`config.mk`:
```
export PLATFORM = sky130hd
export DESIGN_NAME = marquee_input_ctrl
export DESIGN_NICKNAME = d
export VERILOG_FILES = /design/src/rtl/marquee_input_ctrl.sv
export SDC_FILE = /design/constraint.sdc
export NUM_CORES = 1
export LEC_CHECK = 0
export BUFFER_PORTS_ARGS = -buffer_cell sky130_fd_sc_hd__buf_2
export CAP_MARGIN = 10
export CELL_PAD_IN_SITES_DETAIL_PLACEMENT = 2
export CELL_PAD_IN_SITES_GLOBAL_PLACEMENT = 2
export CORE_UTILIZATION = 42
export DETAILED_ROUTE_END_ITERATION = 10
export GPL_ROUTABILITY_DRIVEN = 0
export PLACE_DENSITY_LB_ADDON = 0.25
export SYNTH_ARGS = -nofsm -noshare
export SYNTH_HDL_FRONTEND = slang
export SYNTH_SLANG_ARGS = --single-unit
```
`constraint.sdc`:
```
create_clock -name clk -period 2.5 [get_ports clk]
set_input_delay 0.25 -clock clk [delete_from_list [all_inputs] [get_ports clk]]
set_output_delay 0.25 -clock clk [all_outputs]
set_load 0.05 [all_outputs]
```
`src/rtl/marquee_input_ctrl.sv`:
```
// Button front end for the LED marquee: per-button sync/debounce/press detect, plus the
// RUN/PAUSE control that sets direction and speed and paces the one-cycle advance strobe.
module marquee_input_ctrl #(
  parameter int unsigned DEBOUNCE_CYC = 1_250_000,
  parameter int unsigned TICK_BASE    = 12_500_000
) (
  input  logic       clk,
  input  logic       rst,
  input  logic [3:0] btn,
  output logic [3:0] btn_press,
  output logic       adv_tick,
  output logic       dir,
  output logic [1:0] speed,
  output logic       paused
);

  localparam int unsigned DW = (DEBOUNCE_CYC > 1) ? $clog2(DEBOUNCE_CYC) : 1;
  localparam int unsigned TW = $clog2(8 * TICK_BASE);

  localparam logic [DW-1:0] DB_LAST = DW'(DEBOUNCE_CYC - 1);
  localparam logic [DW-1:0] DB_ZERO = DW'(0);
  localparam logic [DW-1:0] DB_ONE  = DW'(1);
  localparam logic [TW-1:0] T_ZERO  = TW'(0);
  localparam logic [TW-1:0] T_ONE   = TW'(1);

  localparam logic [0:0] ST_RUN   = 1'b0;
  localparam logic [0:0] ST_PAUSE = 1'b1;

  // Last count value of the advance period for a given speed level (slower = longer).
  function automatic logic [TW-1:0] tick_last(input logic [1:0] spd);
    case (spd)
      2'd3:    tick_last = TW'(TICK_BASE - 1);
      2'd2:    tick_last = TW'(2 * TICK_BASE - 1);
      2'd1:    tick_last = TW'(4 * TICK_BASE - 1);
      default: tick_last = TW'(8 * TICK_BASE - 1);
    endcase
  endfunction

  logic [3:0]    sync1_r;
  logic [3:0]    sync2_r;
  logic [3:0]    db_r;
  logic [3:0]    press_r;
  logic [DW-1:0] dcnt_r [4];

  logic [0:0]    state_r;
  logic          dir_r;
  logic [1:0]    speed_r;
  logic [TW-1:0] tcnt_r;
  logic          tick_r;

  logic [0:0]    state_s;
  logic          dir_s;
  logic [1:0]    speed_s;
  logic [TW-1:0] tcnt_s;
  logic          tick_s;
  logic          up_s;
  logic          dn_s;
  logic          spd_chg_s;

  // Synchronize the raw buttons, debounce each bit, and flag accepted 0->1 transitions.
  always_ff @(posedge clk) begin
    if (rst) begin
      sync1_r <= 4'b0000;
      sync2_r <= 4'b0000;
      db_r    <= 4'b0000;
      press_r <= 4'b0000;
      for (int i = 0; i < 4; i++) begin
        dcnt_r[i] <= DB_ZERO;
      end
    end else begin
      sync1_r <= btn;
      sync2_r <= sync1_r;
      for (int i = 0; i < 4; i++) begin
        press_r[i] <= 1'b0;
        if (sync2_r[i] == db_r[i]) begin
          dcnt_r[i] <= DB_ZERO;
        end else if (dcnt_r[i] == DB_LAST) begin
          db_r[i]    <= sync2_r[i];
          dcnt_r[i]  <= DB_ZERO;
          press_r[i] <= sync2_r[i];
        end else begin
          dcnt_r[i] <= dcnt_r[i] + DB_ONE;
        end
      end
    end
  end

  // Next-state logic for run/pause, direction, speed level and the advance timer.
  always_comb begin
    state_s   = state_r;
    dir_s     = dir_r;
    speed_s   = speed_r;
    tcnt_s    = tcnt_r;
    tick_s    = 1'b0;
    up_s      = press_r[1] & ~press_r[2];
    dn_s      = press_r[2] & ~press_r[1];
    spd_chg_s = (up_s && (speed_r != 2'd3)) || (dn_s && (speed_r != 2'd0));

    if (up_s && (speed_r != 2'd3)) begin
      speed_s = speed_r + 2'd1;
    end else if (dn_s && (speed_r != 2'd0)) begin
      speed_s = speed_r - 2'd1;
    end else begin
      speed_s = speed_r;
    end

    case (state_r)
      ST_RUN: begin
        if (press_r[0]) begin
          dir_s = ~dir_r;
        end else begin
          dir_s = dir_r;
        end
        // A pause request beats a period expiring in the same cycle.
        if (press_r[3]) begin
          state_s = ST_PAUSE;
          tcnt_s  = T_ZERO;
        end else if (spd_chg_s) begin
          tcnt_s = T_ZERO;
        end else if (tcnt_r == tick_last(speed_r)) begin
          tcnt_s = T_ZERO;
          tick_s = 1'b1;
        end else begin
          tcnt_s = tcnt_r + T_ONE;
        end
      end
      ST_PAUSE: begin
        tcnt_s = T_ZERO;
        tick_s = press_r[0];
        if (press_r[3]) begin
          state_s = ST_RUN;
        end else begin
          state_s = ST_PAUSE;
        end
      end
      default: begin
        state_s = ST_RUN;
        tcnt_s  = T_ZERO;
      end
    endcase
  end

  // Control state and output registers.
  always_ff @(posedge clk) begin
    if (rst) begin
      state_r <= ST_RUN;
      dir_r   <= 1'b0;
      speed_r <= 2'd1;
      tcnt_r  <= T_ZERO;
      tick_r  <= 1'b0;
    end else begin
      state_r <= state_s;
      dir_r   <= dir_s;
      speed_r <= speed_s;
      tcnt_r  <= tcnt_s;
      tick_r  <= tick_s;
    end
  end

  assign btn_press = press_r;
  assign adv_tick  = tick_r;
  assign dir       = dir_r;
  assign speed     = speed_r;
  assign paused    = (state_r == ST_PAUSE);

endmodule
```
### Word-level counts from Yosys, hierarchy flattened

Memories as Yosys holds them, arrays and structs flattened.
Index checks and enable logic that the tools add are counted.

* RAM bits: 84
* output and inout port bits: 9
* input port bits: 6
* memories: 1
* bits in registers: 48

* bitwise operators: 26
* reductions and logical operators: 14
* mux-type cells: 75
* equality and inequality tests: 13
* $add $sub $neg: 7

Memory list
* dcnt_r: depth 4, bits a word 21, read ports 4, clocked after memory_dff 0, write ports 4, RTL line 43 `logic [DW-1:0] dcnt_r [4];`

Operator list (number)
* 21-bit 2-to-1 mux: 12
* 27-bit 2-to-1 mux: 6
* 21-bit by 1-bit adder with 21-bit output, second input constant: 4
* 21-bit == test, second input constant: 4
* 27-bit one-hot mux with 3 select lines: 1
* 27-bit one-hot mux with 2 select lines: 1
* 1-bit 2-to-1 mux: 51
* 27-bit by 1-bit adder with 27-bit output, second input constant: 1
* 27-bit == test: 1
* 1-bit inverter: 12
* 1-bit bitwise OR: 12
* 3-bit OR reduction: 4
* 2-bit AND reduction: 5
* 1-bit == test: 4
* 2-bit == test, second input constant: 2
* 2-bit 2-to-1 mux: 2
* 1-bit one-hot mux with 2 select lines: 2
* 2-bit nonzero test: 2
* 2-bit by 1-bit adder with 2-bit output, second input constant: 1
* 1-bit bitwise AND: 2
* 2-bit by 1-bit == test with 1-bit output, second input constant: 1
* 1-bit logical AND: 2
* 2-bit inequality test, second input constant: 1
* 2-bit by 1-bit subtractor with 2-bit output, second input constant: 1
* 1-bit logical OR: 1

### Longest topological paths before layout

* word-level depth: 12
* gate-level depth with buffers: 8

### Least setup slack after synthesis

No wires, ideal clock.

* path type: reg-to-reg
* from: register speed_r[1], in the netlist speed[1]
* to: register tcnt_r[11]
* arrival: 2450 ps
* required time: 2370 ps
* cell stages (with the launch flop): 9
* slack: -80 ps
* cells stage by stage: dfxtp_1 inv_1 ha_1 or3b_2 nand2_1 or4_1 clkbuf_1 clkbuf_1 nor3_1

* cells in the longest elaborated chain, start to end: 10

RTL lines
* from (decl): RTL line 47 `logic [1:0] speed_r;`
* from (signal assigned): RTL line 154 `speed_r <= speed_s;`
* 2-bit by 1-bit == test with 1-bit output / 2-bit == test (equally long branches): RTL line 31 `case (spd)`
* 27-bit one-hot mux with 3 select lines: RTL line 31
* 27-bit 2-to-1 mux: RTL line 118 `end else if (spd_chg_s) begin`
* 27-bit 2-to-1 mux: RTL line 115 `if (press_r[3]) begin`
* 27-bit 2-to-1 mux: RTL line 107 `case (state_r)`
* 27-bit == test: RTL line 120 `end else if (tcnt_r == tick_last(speed_r)) begin`
* 27-bit 2-to-1 mux: RTL line 120
* 27-bit 2-to-1 mux (*): RTL line 118
* 27-bit 2-to-1 mux (*): RTL line 115
* 27-bit one-hot mux with 2 select lines (*): RTL line 107
* to (signal assigned): RTL line 155 `tcnt_r <= tcnt_s;`
* to (decl): RTL line 48 `logic [TW-1:0] tcnt_r;`

Every way passes the cells marked *; elsewhere a longest branch is shown, timed or not. The select of a mux whose other input is x is not followed.
A chain may end at the register's enable or synchronous reset.

==> metrics <==
status=finished clean; PortBufs=14; placed insts=954; Reg-to-Reg Start=dcnt_r[1][0]; CP endpoint kind=flip-flop; Final Cycle Share=95.32%; Vias=5177; WP data arrival=2.54 ns; switching part of the total=22.36%; Hold Crit Class=in2reg; largest net degree at the start of global routing=26; Distinct cells, synth=42; syn_area_per_cell=10.25 um2; Worst Clk Skew=0.007922 ns; postcts setup bufs=0; Sw Pwr=1122 uW; Max clock buf depth=2; sequential element share of the synthesized area=52.60%; Post-Synthesis Cells=646; vias in the first global route=5912; Max-cap violations=0; final setup vio count=0; Combinational Power Share=3.5%; drt initial violations=234; CTS clock-pin slew for the worst setup and hold paths=0.06 ns; Crit. Startpoint=dcnt_r[1][0]; DP Wirelength=12100 um; area delta synth->final=19.03%; CP Cell Sequence=ha_1 > and3_1 > nand4_1 > nor4_1 > buf_4 > or3_1 > buf_4 > nor2_1; total length of routed wires=20040 um; Internal=3895 uW; total track usage=26.84%; RSZ-0062 raised after global routing=no; Setup WS post-layout=0.1169 ns; CP delay by family, top=simple AND/OR/NAND/NOR gates; Setup CP Type=reg2reg; Buffers & Inverters on Critical Path=2; r2r setup slk=0.12 ns; pre-CTS WS=0.1626 ns; CTS buffer count=17; final std cells w/o fill=985; I/O pins=15; Post-synth EDFFs=84; diode count=0; die area=0.01627 mm2; Slowest cell on crit path=edfxtp_1; P per Cell Area=636.5 mW/mm2; post-synth top area cell=edfxtp_1; TritonRoute pass-1 iters=5; CP required=2.66 ns; nets=779; top-area cell type share of the netlist area=38.09%; wire length per cell=20.35 um; synth top area cells=edfxtp_1 (38%), dfxtp_1 (15%), xnor2_1 (7.8%); Slew @ Worst Pin=0.7875 ns; Initial Util=43.24%; Worst path max stage delay=0.40 ns; Worst setup SP type=flip-flop; Tmin final=2.383 ns; Synth async-reset ratio=0%; antenna-violating nets left=0; IR drop worst, VDD=0.4901 mV; Seq cells post-synth=132; top_reg_cell synth=edfxtp_1; Total Neg Setup Slack=0 ns; reg2reg end=dcnt_r[1][12]; Max-slew headroom=47.10%; layout cells sized above 1=8.398%; die height=127.6 um; CTS sink cnt=132; worst r2r path cells=8; final hold vios=0; Clk Latency, worst-skew pair=0.43 ns; cell count along the critical path=8; Clock Power Share=47.2%; TritonCTS clock tree=done; drt drc=0; max frequency=419.6 MHz; crit-path most repeated cell=buf_4; Vias/cell=5.256; initial antenna violation count=0; remaining global-route overflow=0; Core Rows=45; Die Span X=127.6 um; H-tree levels=4; CTS root buffer=clkbuf_16; Pleak=0.002804 uW; first-pass GRT wire length=32810 um; Cell Area, Synth=0.006623 mm2; end of the critical path=dcnt_r[1][12]; Ys Warns=0; Slew Viols, Final=0; Max Fanout on Critical Path=21; core area=0.01531 mm2; Reg power frac=49.3%
## timing repair
action,in CTS,in global routing
gates resized for setup,0,3
hold buffers,0,0
hold endpoints to repair,0,0
endpoints found under the setup margin,0,62
## logic make-up (layout without fill, tap and decap cells)
kind of cell	after synthesis	after routing	synth area share [%]
and+or+nand+nor	342	342	26.34
DFF	132	132	52.60
xor gates and xnor gates	111	111	14.68
buffers and inverters	33	78	1.984
AOI/OAI and AO/OA	12	12	1.663
adders and majority gates	11	11	2.078
muxes	4	4	0.6046
other	1	84	0.05662
## power by group through the flow
stage               logic [uW]  clock network [uW]  registers, uW
detailed placement         156                   0           2510
finish                     177                2370           2470
global route               197                2500           2480
CTS                        166                2410           2470
floorplan                  119                   0           2480
global placement           145                   0           2500
## through the flow
stage / power (uW) / instance area [um2] / hold slack, ns / utilization [%]
after floorplan: 2602 / 6937 / 0.3782 / -
after global routing: 5174 / 7883 / 0.1101 / 51.47
after CTS: 5044 / 7864 / 0.09931 / 51.35
after detailed placement: 2665 / 7331 / 0.4352 / 47.87
final: 5017 / 7883 / 0.1181 / 51.47
after global placement: 2644 / 7331 / 0.4197 / 47.87
## placed cells by master, fill, tap and decap left out, types with 7 or more instances in the layout
cell type	synthesis	layout
buf_4	0	18
edfxtp_1	84	84
nor4b_1	8	7
conb_1	1	84
dfxtp_1	48	46
buf_2	6	14
clkbuf_16	0	17
nor4_1	17	15
ha_1	11	11
and4_1	9	9
nor2b_1	13	13
and3_1	14	14
xor2_1	52	52
xnor2_1	59	59
nor2_1	118	118
nand2_1	40	40
nand4_1	32	32
nor3_1	35	35
nand3_1	31	31
inv_1	15	15
## flip-flops by register name, summed over array words and instances, names as in the netlist, 2 cells and up
name       cells
btn_press      4
speed          2
sync2_r        4
sync1_r        4
dcnt_r        84
tcnt_r        27
db_r           4
## layer usage
metal | track usage (%) | up-vias | share of wire (%)
li1 | - | 2426 | -
met1 | 31.87 | 2634 | 43
met2 | 47.32 | 72 | 51
met3 | 4.648 | 45 | 2.3
met4 | 12.53 | 0 | 3.1
met5 | 0 | - | 0
## Yosys cell counts (all sizes together), types with 2 or more instances
cell type / number
dfxtp: 48
edfxtp: 84
mux2i: 4
or3b: 3
xnor2: 59
a21oi: 2
or4: 2
o21ai: 2
nor3: 36
nand2b: 2
nor3b: 6
and4: 9
nor2b: 13
nor2: 118
buf: 6
nor4: 18
and2: 3
xor2: 52
inv: 15
nand3: 31
nand2: 40
nand4: 32
and3: 14
ha: 11
clkbuf: 12
or3: 5
nor4b: 8
## how the worst min path moves through the flow
| stage | end | cells after the start | startpoint | slack [ns] |
|---|---|---|---|---|
| after CTS | sync1_r[2] | 2 | btn[2] | 0.1 |
| final | sync1_r[0] | 2 | btn[0] | 0.12 |
| after global routing | sync1_r[2] | 2 | btn[2] | 0.11 |
| after floorplan | sync1_r[0] | 1 | btn[0] | 0.38 |
| after detailed placement | sync2_r[0] | 1 | sync1_r[0] | 0.44 |
| after global placement | sync2_r[1] | 1 | sync1_r[1] | 0.42 |
## layout make-up
class                      count  area (um2)
fill                        1643        7432
sequential                   132        3486
multi-input combinational    564        3338
clock buffer                  23       447.9
tap                          211       264.0
timing repair buffer          32       205.2
clock inverter                 8       85.08
inverter                      15       56.30
Power figures use the tool's default switching activity.
